$ cat src/rtl/lzw_code_packer.sv
// lzw_code_packer
//
// Packs a variable-rate stream of CODE_WIDTH-bit LZW codes MSB-first, with no
// gaps, into OUT_WIDTH-bit words on a valid/ready output. An end-of-stream
// flush emits the residual bits as a zero-padded final word (word_last_o=1,
// word_bytes_o = number of meaningful leading bytes). If the stream ends on an
// exact word boundary, an all-zero terminator word with word_bytes_o=0 is
// emitted instead.
//
// Ports
//   clk            rising-edge clock
//   rst_n          asynchronous active-low reset
//   code_i         code from the LZW core
//   code_valid_i   code_i is valid
//   code_ready_o   packer accepts code_i this cycle
//   flush_i        end-of-stream marker, sampled only while code_ready_o=1
//   word_o         packed output word, first code bit at the MSB
//   word_valid_o   word_o is valid
//   word_ready_i   consumer accepts word_o
//   word_last_o    word_o is the final word of the stream
//   word_bytes_o   valid leading bytes in word_o
//   stream_codes_o codes accepted in the current stream, saturating at 0xFFFF

module lzw_code_packer #(
  parameter int CODE_WIDTH = 12,
  parameter int OUT_WIDTH  = 32,
  parameter int BUF_WIDTH  = 64,
  localparam int BYTES_W   = $clog2(OUT_WIDTH / 8) + 1
) (
  input  logic                  clk,
  input  logic                  rst_n,
  input  logic [CODE_WIDTH-1:0] code_i,
  input  logic                  code_valid_i,
  output logic                  code_ready_o,
  input  logic                  flush_i,
  output logic [OUT_WIDTH-1:0]  word_o,
  output logic                  word_valid_o,
  input  logic                  word_ready_i,
  output logic                  word_last_o,
  output logic [BYTES_W-1:0]    word_bytes_o,
  output logic [15:0]           stream_codes_o
);

  localparam int FILL_W = $clog2(BUF_WIDTH + 1);
  localparam int FW1    = FILL_W + 1;

  typedef enum logic [1:0] {
    ST_RUN   = 2'd0,
    ST_FLUSH = 2'd1,
    ST_LAST  = 2'd2
  } state_t;

  state_t                 state_q, state_d;
  logic [BUF_WIDTH-1:0]   buf_q, buf_d;
  logic [FILL_W-1:0]      fill_q, fill_d;
  logic [OUT_WIDTH-1:0]   word_q, word_d;
  logic                   word_valid_q, word_valid_d;
  logic                   word_last_q, word_last_d;
  logic [BYTES_W-1:0]     word_bytes_q, word_bytes_d;
  logic [15:0]            cnt_q, cnt_d;

  logic                   out_free;
  logic                   has_full;
  logic                   accept;
  logic                   load_full;
  logic                   load_last;
  logic [FW1-1:0]         fill_plus_code;
  logic [FW1-1:0]         fill_round;
  logic [BUF_WIDTH-1:0]   buf_shift;
  logic [FILL_W-1:0]      fill_rem;
  logic [BUF_WIDTH-1:0]   code_aligned;

  // Readiness looks only at the registered fill; a drain in the same cycle is
  // deliberately not credited so the path stays short. Held low during reset.
  assign fill_plus_code = {1'b0, fill_q} + FW1'(CODE_WIDTH);
  assign code_ready_o   = rst_n && (state_q == ST_RUN) &&
                          (fill_plus_code <= FW1'(BUF_WIDTH));

  assign out_free  = !word_valid_q || word_ready_i;
  assign has_full  = fill_q >= FILL_W'(OUT_WIDTH);
  assign accept    = code_valid_i && code_ready_o;
  assign load_full = out_free && has_full && (state_q != ST_LAST);
  assign load_last = out_free && !has_full && (state_q == ST_FLUSH);

  // Bits beyond fill are always zero, so the top OUT_WIDTH bits already form
  // a correctly zero-padded partial word.
  assign fill_round = {1'b0, fill_q} + FW1'(7);

  always_comb begin
    state_d      = state_q;
    word_d       = word_q;
    word_valid_d = word_valid_q && !word_ready_i;
    word_last_d  = word_last_q;
    word_bytes_d = word_bytes_q;
    cnt_d        = cnt_q;

    // Drain first, then append the new code directly under the remaining bits.
    buf_shift    = load_full ? (buf_q << OUT_WIDTH) : buf_q;
    fill_rem     = fill_q - (load_full ? FILL_W'(OUT_WIDTH) : FILL_W'(0));
    code_aligned = {code_i, {(BUF_WIDTH - CODE_WIDTH){1'b0}}} >> fill_rem;
    buf_d        = accept ? (buf_shift | code_aligned) : buf_shift;
    fill_d       = accept ? (fill_rem + FILL_W'(CODE_WIDTH)) : fill_rem;

    if (load_full) begin
      word_d       = buf_q[BUF_WIDTH-1 -: OUT_WIDTH];
      word_valid_d = 1'b1;
      word_last_d  = 1'b0;
      word_bytes_d = BYTES_W'(OUT_WIDTH / 8);
    end

    if (accept && (cnt_q != 16'hFFFF)) begin
      cnt_d = cnt_q + 16'd1;
    end

    case (state_q)
      ST_RUN: begin
        // A code accepted alongside flush still belongs to this stream.
        if (code_ready_o && flush_i) begin
          state_d = ST_FLUSH;
        end
      end
      ST_FLUSH: begin
        // Residue (or empty terminator when fill is 0) once full words are gone.
        if (load_last) begin
          word_d       = buf_q[BUF_WIDTH-1 -: OUT_WIDTH];
          word_valid_d = 1'b1;
          word_last_d  = 1'b1;
          word_bytes_d = BYTES_W'(fill_round >> 3);
          buf_d        = '0;
          fill_d       = '0;
          state_d      = ST_LAST;
        end
      end
      ST_LAST: begin
        if (word_valid_q && word_ready_i) begin
          state_d = ST_RUN;
          cnt_d   = 16'd0;
        end
      end
      default: begin
        state_d = ST_RUN;
      end
    endcase
  end

  always_ff @(posedge clk or negedge rst_n) begin
    if (!rst_n) begin
      state_q      <= ST_RUN;
      buf_q        <= '0;
      fill_q       <= '0;
      word_q       <= '0;
      word_valid_q <= 1'b0;
      word_last_q  <= 1'b0;
      word_bytes_q <= '0;
      cnt_q        <= '0;
    end else begin
      state_q      <= state_d;
      buf_q        <= buf_d;
      fill_q       <= fill_d;
      word_q       <= word_d;
      word_valid_q <= word_valid_d;
      word_last_q  <= word_last_d;
      word_bytes_q <= word_bytes_d;
      cnt_q        <= cnt_d;
    end
  end

  assign word_o         = word_q;
  assign word_valid_o   = word_valid_q;
  assign word_last_o    = word_last_q;
  assign word_bytes_o   = word_bytes_q;
  assign stream_codes_o = cnt_q;

endmodule
$ cat config.mk
export PLATFORM = sky130hd
export DESIGN_NAME = lzw_code_packer
export DESIGN_NICKNAME = d
export VERILOG_FILES = /design/src/rtl/lzw_code_packer.sv
export SDC_FILE = /design/constraint.sdc
export NUM_CORES = 1
export LEC_CHECK = 0
export CAP_MARGIN = 20
export CORE_UTILIZATION = 45
export CTS_CLUSTER_DIAMETER = 200
export DETAILED_ROUTE_END_ITERATION = 6
export PLACE_DENSITY = 0.77
export SYNTH_ARGS = -nofsm -noshare
export SYNTH_HDL_FRONTEND = slang
export SYNTH_SLANG_ARGS = --single-unit
$ cat constraint.sdc
create_clock -name clk -period 6.4 [get_ports clk]
set_clock_uncertainty 0.15 [all_clocks]
set_input_delay 1.6 -clock clk [delete_from_list [all_inputs] [get_ports clk]]
set_output_delay 1.6 -clock clk [all_outputs]
set_load 0.01 [all_outputs]
Word level (Yosys, flattened, before mapping)
Cells that the tools add are included.
{ "word_totals": {"ff_bits": 126, "in_bits": 17, "out_inout_bits": 54, "word_cells": 68} }
{ "op_classes": {"n_addsub": 5, "magnitude_cmp": 2, "n_eq_ne": 7, "n_shift": 1, "n_mux": 27, "bitwise_logic": 1, "reduce_logical": 17} }
{ "op_table": {"columns": ["cell", "n"], "rows": [
  ["$mux W64", 4],
  ["$mux W32", 3],
  ["$or A64 B64 Y64", 1],
  ["$shr A64 B7 Y64", 1],
  ["$mux W16", 3],
  ["$mux W7", 3],
  ["$add A16 B1 Y16 const B", 1],
  ["$ne A16 B16 Y1 const B", 1],
  ["$logic_and A1 B1 Y1", 11],
  ["$mux W3", 3],
  ["$add A7 B4 Y8 const B", 1],
  ["$le A8 B7 Y1 const B", 1],
  ["$add A7 B4 Y7 const B", 1],
  ["$ge A7 B6 Y1 const B", 1],
  ["$sub A7 B6 Y7", 1],
  ["$add A6 B3 Y6 const B", 1],
  ["$mux W1", 6],
  ["$mux W2", 3],
  ["$mux W6", 1],
  ["$ne A2 B2 Y1 const B", 3],
  ["$pmux W2 S3", 1],
  ["$logic_not A1 Y1", 3],
  ["$reduce_and A3 Y1", 1],
  ["$eq A2 B1 Y1 const B", 1],
  ["other kinds (4)", 4]
]} }

Logic depth before layout (Yosys ltp)
Gate-level depths: netlist of run 1.
{ "depth": {"ltp_word": 11, "depth_mapped": 11, "ltp_nobuf": 9} }

Worst setup path after synthesis of run 1
No wires, ideal clock.
{ "synth_timing": {"path_kind": "input -> register", "from": "input word_ready_i", "to": "register buf_q[31]", "setup_ns": 0.066, "arrival_time_ns": 3.821, "required_ns": 6.184, "path_slack_ns": 2.363, "stages": 10, "path_buffers": 1, "path_cell_list": "nand2b_1 o211ai_1 inv_2 buf_1 ha_1 nor4_1 nor2b_1 nand2_1 o21ai_0 a22o_1"} }
{ "synth_via": {"elab_chain_len": 10, "elab_cells_between_ends": 13, "cone_classes": "1 x add/sub; 1 x shift; 5 x mux; 1 x bitwise; 5 x reduce/logical"} }
{ "synth_lines": {"columns": ["element", "line_no", "rtl"], "rows": [
  ["from (decl)", "38", "input logic word_ready_i,"],
  ["$logic_or A1 B1 Y1 (*)", "79", "assign out_free = !word_valid_q || word_ready_i;"],
  ["$logic_and A1 B1 Y1 (2 in a row)", "82", "assign load_full = out_free && has_full && (state_q != ST_LAST);"],
  ["$mux W6", "99", "fill_rem = fill_q - (load_full ? FILL_W'(OUT_WIDTH) : FILL_W'(0));"],
  ["$sub A7 B6 Y7", "99", null],
  ["$shr A64 B7 Y64", "100", "code_aligned = {code_i, {(BUF_WIDTH - CODE_WIDTH){1'b0}}} >> fill_rem;"],
  ["$or A64 B64 Y64", "101", "buf_d = accept ? (buf_shift | code_aligned) : buf_shift;"],
  ["$mux W64", "101", null],
  ["$mux W64", "124", "if (load_last) begin"],
  ["$mux W64 (*)", "115", "case (state_q)"],
  ["via buf_d[31]", "54", "logic [BUF_WIDTH-1:0] buf_q, buf_d;"],
  ["to (signal assigned)", "158", "buf_q <= buf_d;"],
  ["to (decl)", "54", null]
]} }
Mark *: on every way through the listed nets, which the timed path passes. The rest lies on a longest branch.
A chain may end at the register's enable or synchronous reset.

Worst setup path after layout of run 1
{ "layout_timing": {"from": "register fill_q[2]", "to": "output code_ready_o"} }
{ "layout_via": {"elab_chain_len": 3} }
{ "layout_lines": {"columns": ["element", "line_no", "rtl"], "rows": [
  ["from (decl)", "55", "logic [FILL_W-1:0] fill_q, fill_d;"],
  ["from (signal assigned)", "159", "fill_q <= fill_d;"],
  ["$add A7 B4 Y8", "75", "assign fill_plus_code = {1'b0, fill_q} + FW1'(CODE_WIDTH);"],
  ["$le A8 B7 Y1", "77", "(fill_plus_code <= FW1'(BUF_WIDTH));"],
  ["$logic_and A1 B1 Y1", "76", "assign code_ready_o = rst_n && (state_q == ST_RUN) &&"],
  ["to (decl)", "34", "output logic code_ready_o,"]
]} }
Every way passes these cells.

==> results.sh, run 1 <==
export IMPL_wl_um=13700
export IMPL_synth_nets=535
export IMPL_combPwrFrac_pct=38.2
export IMPL_setup_viol=0
export IMPL_min_path_cells=2
export IMPL_cts_tree="yes"
export IMPL_diodes=0
export IMPL_crit_start="fill_q[2]"
export IMPL_gp_congestion=0.897
export IMPL_worst_pin_slew_ns=1.04
export IMPL_grt_usage_pct=22.3
export IMPL_powerDensity_nw_per_um2=492
export IMPL_synth_most_common_cell="dfrtp_1"
export IMPL_start_kind="flop"
export IMPL_synth_commonest_cells="dfrtp_1 (124), nand2_1 (52), mux2i_1 (43), mux2_2 (36), nor2_1 (35)"
export IMPL_post_cts_buffers=0
export IMPL_busiest_layer="met2"
export IMPL_ios=71
export IMPL_ys_flop_type="dfrtp_1"
export IMPL_rsz0062_at_grt="no"
export IMPL_hpwl_um=9330
export IMPL_holdPathEnd="buf_q[25]"
export IMPL_vias=4367
export IMPL_ctsHoldBuffers=0
export IMPL_fin_crit_sh_pct=87.2
export IMPL_rr_endpoint="buf_q[0]"
export IMPL_power_frac_seq_pct=32.7
export IMPL_ys_top_cells_by_area="dfrtp_1 (53%), mux2i_1 (7.4%), mux2_2 (6.9%)"
export IMPL_regToRegStartpoint="fill_q[2]"
export IMPL_syn2layout_area_growth_pct=25.5
export IMPL_cts_sinks=124
export IMPL_worst_setup_path_end_kind="primary output"
export IMPL_synth_edff_count=0
export IMPL_synth_top_cell_by_area="dfrtp_1"
export IMPL_fin_setup_tns_ns=0
export IMPL_gr_usage_met1_pct=28.2
export IMPL_min_from="buf_q[25]"
export IMPL_avgSynthCellArea_um2=11.4
export IMPL_status="complete, no violations"
export IMPL_hp_class="flop to flop"
export IMPL_first_global_vias=4389
export IMPL_drive_gt1_share_pct=15.0
export IMPL_synth_top_cell_area_share_pct=53.1
export IMPL_grt_ovfl_total=0
export IMPL_ir_drop_uv=240
export IMPL_swShare_pct=36.3
export IMPL_arrival_ns=3.83
export IMPL_netlist_cell_type_count=45
export IMPL_relSlewSlack_pct=30.4
export IMPL_drv_cap=0
export IMPL_crit_fanout=21
export IMPL_root_buffer="clkbuf_16"
export IMPL_h_tree_depth=4
export IMPL_ant_nets=0
export IMPL_fp_dieH_um=116
export IMPL_drtIter0Drc=367
export IMPL_rr_worst_depth=8
export IMPL_max_freq_ghz=0.179
export IMPL_power_switching_mw=1.31
export IMPL_yosysWarnings=0
export IMPL_grt_max_degree=76
export IMPL_slew_viol_final=0
export IMPL_dr_pass1_iters=5
export IMPL_core_um2=12600
export IMPL_cts_buffers=17
export IMPL_start_util_pct=46.3
export IMPL_rows=41
export IMPL_clock_latency_ns=0.42
export IMPL_cts_resized=0
export IMPL_layout_nets=602
export IMPL_routedWlPerCell_um=17.9
export IMPL_synthArstFlopShare_pct=100
export IMPL_fin_crit_ns=5.58
export IMPL_critPathRequiredTime_ns=4.65
export IMPL_intPower_mw=2.30
export IMPL_critPathKind="flop to primary output"
export IMPL_met3_usage_pct=5.65
export IMPL_syn_area_um2=5840
export IMPL_power_leakage_nw=3.26
export IMPL_clk_path_buf_depth=2
export IMPL_grt_pass1_wl_um=22500
export IMPL_die_area_um2=13400
export IMPL_final_hold_viol_count=0
export IMPL_ys_seq_area_share_pct=53.1
export IMPL_viasPerCell=5.71
export IMPL_synthesis_instances=513
export IMPL_antenna_found_initial=0
export IMPL_use_met2_pct=36.1
export IMPL_clkPwrFrac_pct=29.0
export IMPL_hold_worst_slack_ns=0.329
export IMPL_io_buffers=70
export IMPL_clk_pin_slew_ns=0.06
export IMPL_dieWidth_um=116
export IMPL_r2r_slack_ns=2.82
export IMPL_ys_ff_latch=124
export IMPL_drc_errors=0
metrics by stage:
step / worst slack, ns / util [%] / cell area (um2) / instances / total power, mW
2_1_floorplan: 2.36 / - / 5840 / 513 / 2.09
3_3_place_gp: 1.46 / 52.9 / 6680 / 733 / 2.53
3_5_place_dp: 1.32 / 52.9 / 6680 / 733 / 2.57
4_1_cts: 0.845 / 58.1 / 7330 / 765 / 3.63
5_1_grt: 0.586 / 58.1 / 7330 / 765 / 3.80
6_report: 0.821 / 58.1 / 7330 / 765 / 3.61
critical path: stages (launching register included):
cell             delay [ns]
dfrtp_1                0.84
clkinv_1               0.47
ha_1                   0.39
nor2b_1                0.17
mux2i_1                0.15
nor3_4                 0.66
nor3_1                 0.20
clkdlybuf4s50_1        0.53
worst max path at each step:
| stage | depth (start not counted) | endpoint | slack [ns] |
|---|---|---|---|
| floorplan | 10 | buf_q[31] | 2.36 |
| global placement | 7 | code_ready_o | 1.46 |
| detailed placement | 7 | code_ready_o | 1.32 |
| CTS | 7 | code_ready_o | 0.84 |
| global route | 7 | code_ready_o | 0.59 |
| finish | 7 | code_ready_o | 0.82 |
cells in the final DEF, fill, tap and decap left out, drive strengths merged, types with 8 or more instances in the layout:
master / count
a21oi: 9
a22o: 25
a22oi: 9
buf: 8
clkbuf: 22
clkdlybuf4s50: 69
dfrtp: 124
mux2: 36
mux2i: 43
nand2: 53
nor2: 38
nor3: 14
o21ai: 13
o22ai: 23
o2bb2ai: 8
o31ai: 8
xnor2: 18
flip-flops by register name (all words and copies together), names as in the netlist:
register,flops
word_bytes_o,3
buf_q,64
stream_codes_o,16
word_last_o,1
fill_q,5
state_q,2
word_o,32
word_valid_o,1
routing by layer:
metal,part of all wire (%),up-vias
met3,5.7,29
met5,0,-
li1,-,2003
met2,49,168
met1,43,2167
met4,2.4,0
power groups by stage:
stage | registers, mW | logic (mW) | clock network [mW]
2_1_floorplan | 1.14 | 0.952 | 0
3_3_place_gp | 1.18 | 1.35 | 0
3_5_place_dp | 1.19 | 1.38 | 0
4_1_cts | 1.18 | 1.38 | 1.06
5_1_grt | 1.21 | 1.50 | 1.09
6_report | 1.18 | 1.38 | 1.05
logic make-up after synthesis:
logic type                 count (synthesis)  share of synthesized area (%)
muxes                                     79                           14.3
xor gates and xnor gates                  19                           2.85
AOI/OAI and AO/OA                        104                           12.9
and+or+nand+nor                          145                           12.9
DFF                                      124                           53.1
buffers and inverters                     37                           2.85
adders and majority gates                  5                           1.07
final cells by class:
| class | instances | area [um2] |
|---|---|---|
| sequential | 124 | 3100 |
| fill | 1076 | 5290 |
| clock inverter | 10 | 188 |
| inverter | 8 | 30.0 |
| tap | 172 | 215 |
| multi-input combinational | 352 | 2580 |
| clock buffer | 22 | 464 |
| timing repair buffer | 77 | 751 |
No activity file was read; power rests on OpenSTA's default activity.
==> inputs of run 2 (changes only) <==
Settings changed: CAP_MARGIN 20 to 10.
==> results of run 2 <==
Final layout, timing and power as in run 1 (identical DEF).
==> inputs of run 3 (changes only) <==
Settings changed: CORE_MARGIN set to 2.
==> results.sh, run 3 (same netlist as run 1, synthesis figures left out) <==
export IMPL_power_leakage_nw=3.21
export IMPL_cts_buffers=17
export IMPL_gp_congestion=0.946
export IMPL_regMostFlops="buf_q"
export IMPL_hpwl_um=9200
export IMPL_slowest_delay_ns=0.85
export IMPL_die_area_um2=13900
export IMPL_crit_chain="clkinv_1 -> ha_1 -> nand3b_1 -> a21oi_1 -> nor3_4 -> nor3_1 -> clkdlybuf4s50_1"
export IMPL_wl_um=14000
export IMPL_path_buf_inv=2
export IMPL_powerDensity_nw_per_um2=477
export IMPL_drv_cap=0
export IMPL_worst_setup_path_end_kind="primary output"
export IMPL_rows=41
export IMPL_clkPwrFrac_pct=25.1
export IMPL_crit_family="simple AND/OR/NAND/NOR gates"
export IMPL_diodes=0
export IMPL_clk_pin_slew_ns=0.05
export IMPL_grt_usage_pct=21.2
export IMPL_critPathKind="flop to primary output"
export IMPL_final_common_cell="dfrtp_1"
export IMPL_relSlewSlack_pct=28.9
export IMPL_dr_pass1_iters=5
export IMPL_fin_crit_ns=5.60
export IMPL_io_buffers=70
export IMPL_fin_setup_tns_ns=0
export IMPL_drc_errors=0
export IMPL_critPathRequiredTime_ns=4.65
export IMPL_intPower_mw=2.13
export IMPL_hp_class="flop to flop"
export IMPL_root_buffer="clkbuf_16"
export IMPL_layout_common_cells="dfrtp_1 (124), clkdlybuf4s50_1 (69), nand2_1 (52)"
export IMPL_cts_tree="yes"
export IMPL_ctsHoldBuffers=0
export IMPL_grt_pass1_wl_um=23100
export IMPL_cts_resized=0
export IMPL_combPwrFrac_pct=40.5
export IMPL_power_switching_mw=1.32
export IMPL_power_frac_seq_pct=34.3
export IMPL_first_global_vias=4482
export IMPL_syn2layout_area_growth_pct=23.8
export IMPL_max_freq_ghz=0.178
export IMPL_arrival_ns=3.85
export IMPL_clk_path_buf_depth=2
export IMPL_start_kind="flop"
export IMPL_post_cts_buffers=0
export IMPL_ant_nets=0
export IMPL_dpl_cell_count=732
export IMPL_start_util_pct=46.3
export IMPL_viasPerCell=5.77
export IMPL_fp_dieH_um=118
export IMPL_drtIter0Drc=457
export IMPL_routedWlPerCell_um=18.4
export IMPL_largest_reg_flops=64
export IMPL_core_um2=12600
export IMPL_swShare_pct=38.3
export IMPL_drive_gt1_share_pct=15.1
export IMPL_dieWidth_um=118
export IMPL_worst_pin_slew_ns=1.07
export IMPL_finalPower_mw=3.45
export IMPL_h_tree_depth=4
export IMPL_ios=71
export IMPL_grt_max_degree=82
export IMPL_status="complete, no violations"
export IMPL_r2r_slack_ns=2.80
export IMPL_grt_ovfl_total=0
export IMPL_rsz0062_at_grt="no"
export IMPL_ir_drop_uv=230
export IMPL_instances_no_fill=763
export IMPL_slew_viol_final=0
export IMPL_slowest_stage="dfrtp_1"
export IMPL_setup_viol=0
export IMPL_layout_nets=601
export IMPL_cts_sinks=124
export IMPL_antenna_found_initial=0
export IMPL_crit_fanout=21
export IMPL_vias=4400
export IMPL_fin_crit_sh_pct=87.6
export IMPL_clock_latency_ns=0.41
export IMPL_final_hold_viol_count=0
## run 3: area by class of cell
cell class	count	area [um2]
timing repair buffer	76	756
clock buffer	19	443
fill	1082	5390
tap	172	215
inverter	8	30.0
clock inverter	12	100
multi-input combinational	352	2580
sequential	124	3100
## run 3: per-layer routing
metal / global-route usage (%) / share of wire (%) / up-vias
met5: 0 / 0 / -
met4: 8.21 / 3.2 / 0
met3: 5.62 / 5.6 / 42
met2: 34.5 / 49 / 189
met1: 27.1 / 42 / 2164
li1: - / - / 2005
## run 3: final timing paths
path	from	end	depth (start not counted)
max	fill_q[2]	code_ready_o	7
min	word_bytes_o[1]	word_bytes_o[1]	2
max reg2reg	fill_q[2]	buf_q[3]	8
min reg2reg	word_bytes_o[1]	word_bytes_o[1]	2
max in group asynchronous	rst_n	word_bytes_o[2]	3
min in group asynchronous	rst_n	buf_q[7]	2
## run 3: worst reg2reg max path, cell delays in order (launching register included)
cell and delay (ns):
dfrtp_1 0.85, clkinv_1 0.48, ha_1 0.40, nand3b_1 0.20
a21oi_1 0.32, or3_1 0.21, nand2_2 0.26, nor2_2 0.47
a22o_1 0.21
## run 3: power by group through the flow
stage                     clock network (mW)  logic (mW)  registers, mW
after floorplan                            0       0.952           1.14
after global routing                   0.921        1.50           1.22
final                                  0.867        1.40           1.18
after CTS                              0.884        1.39           1.18
after detailed placement                   0        1.38           1.19
after global placement                     0        1.35           1.18
## run 3: metrics by stage
step	area, um2	hold slack [ns]	setup slack, ns	util (%)
2_1_floorplan	5840	0.298	2.36	-
3_3_place_gp	6680	0.309	1.44	53.0
3_5_place_dp	6680	0.316	1.35	53.0
4_1_cts	7230	0.332	0.877	57.3
5_1_grt	7230	0.356	0.547	57.3
6_report	7230	0.331	0.796	57.3
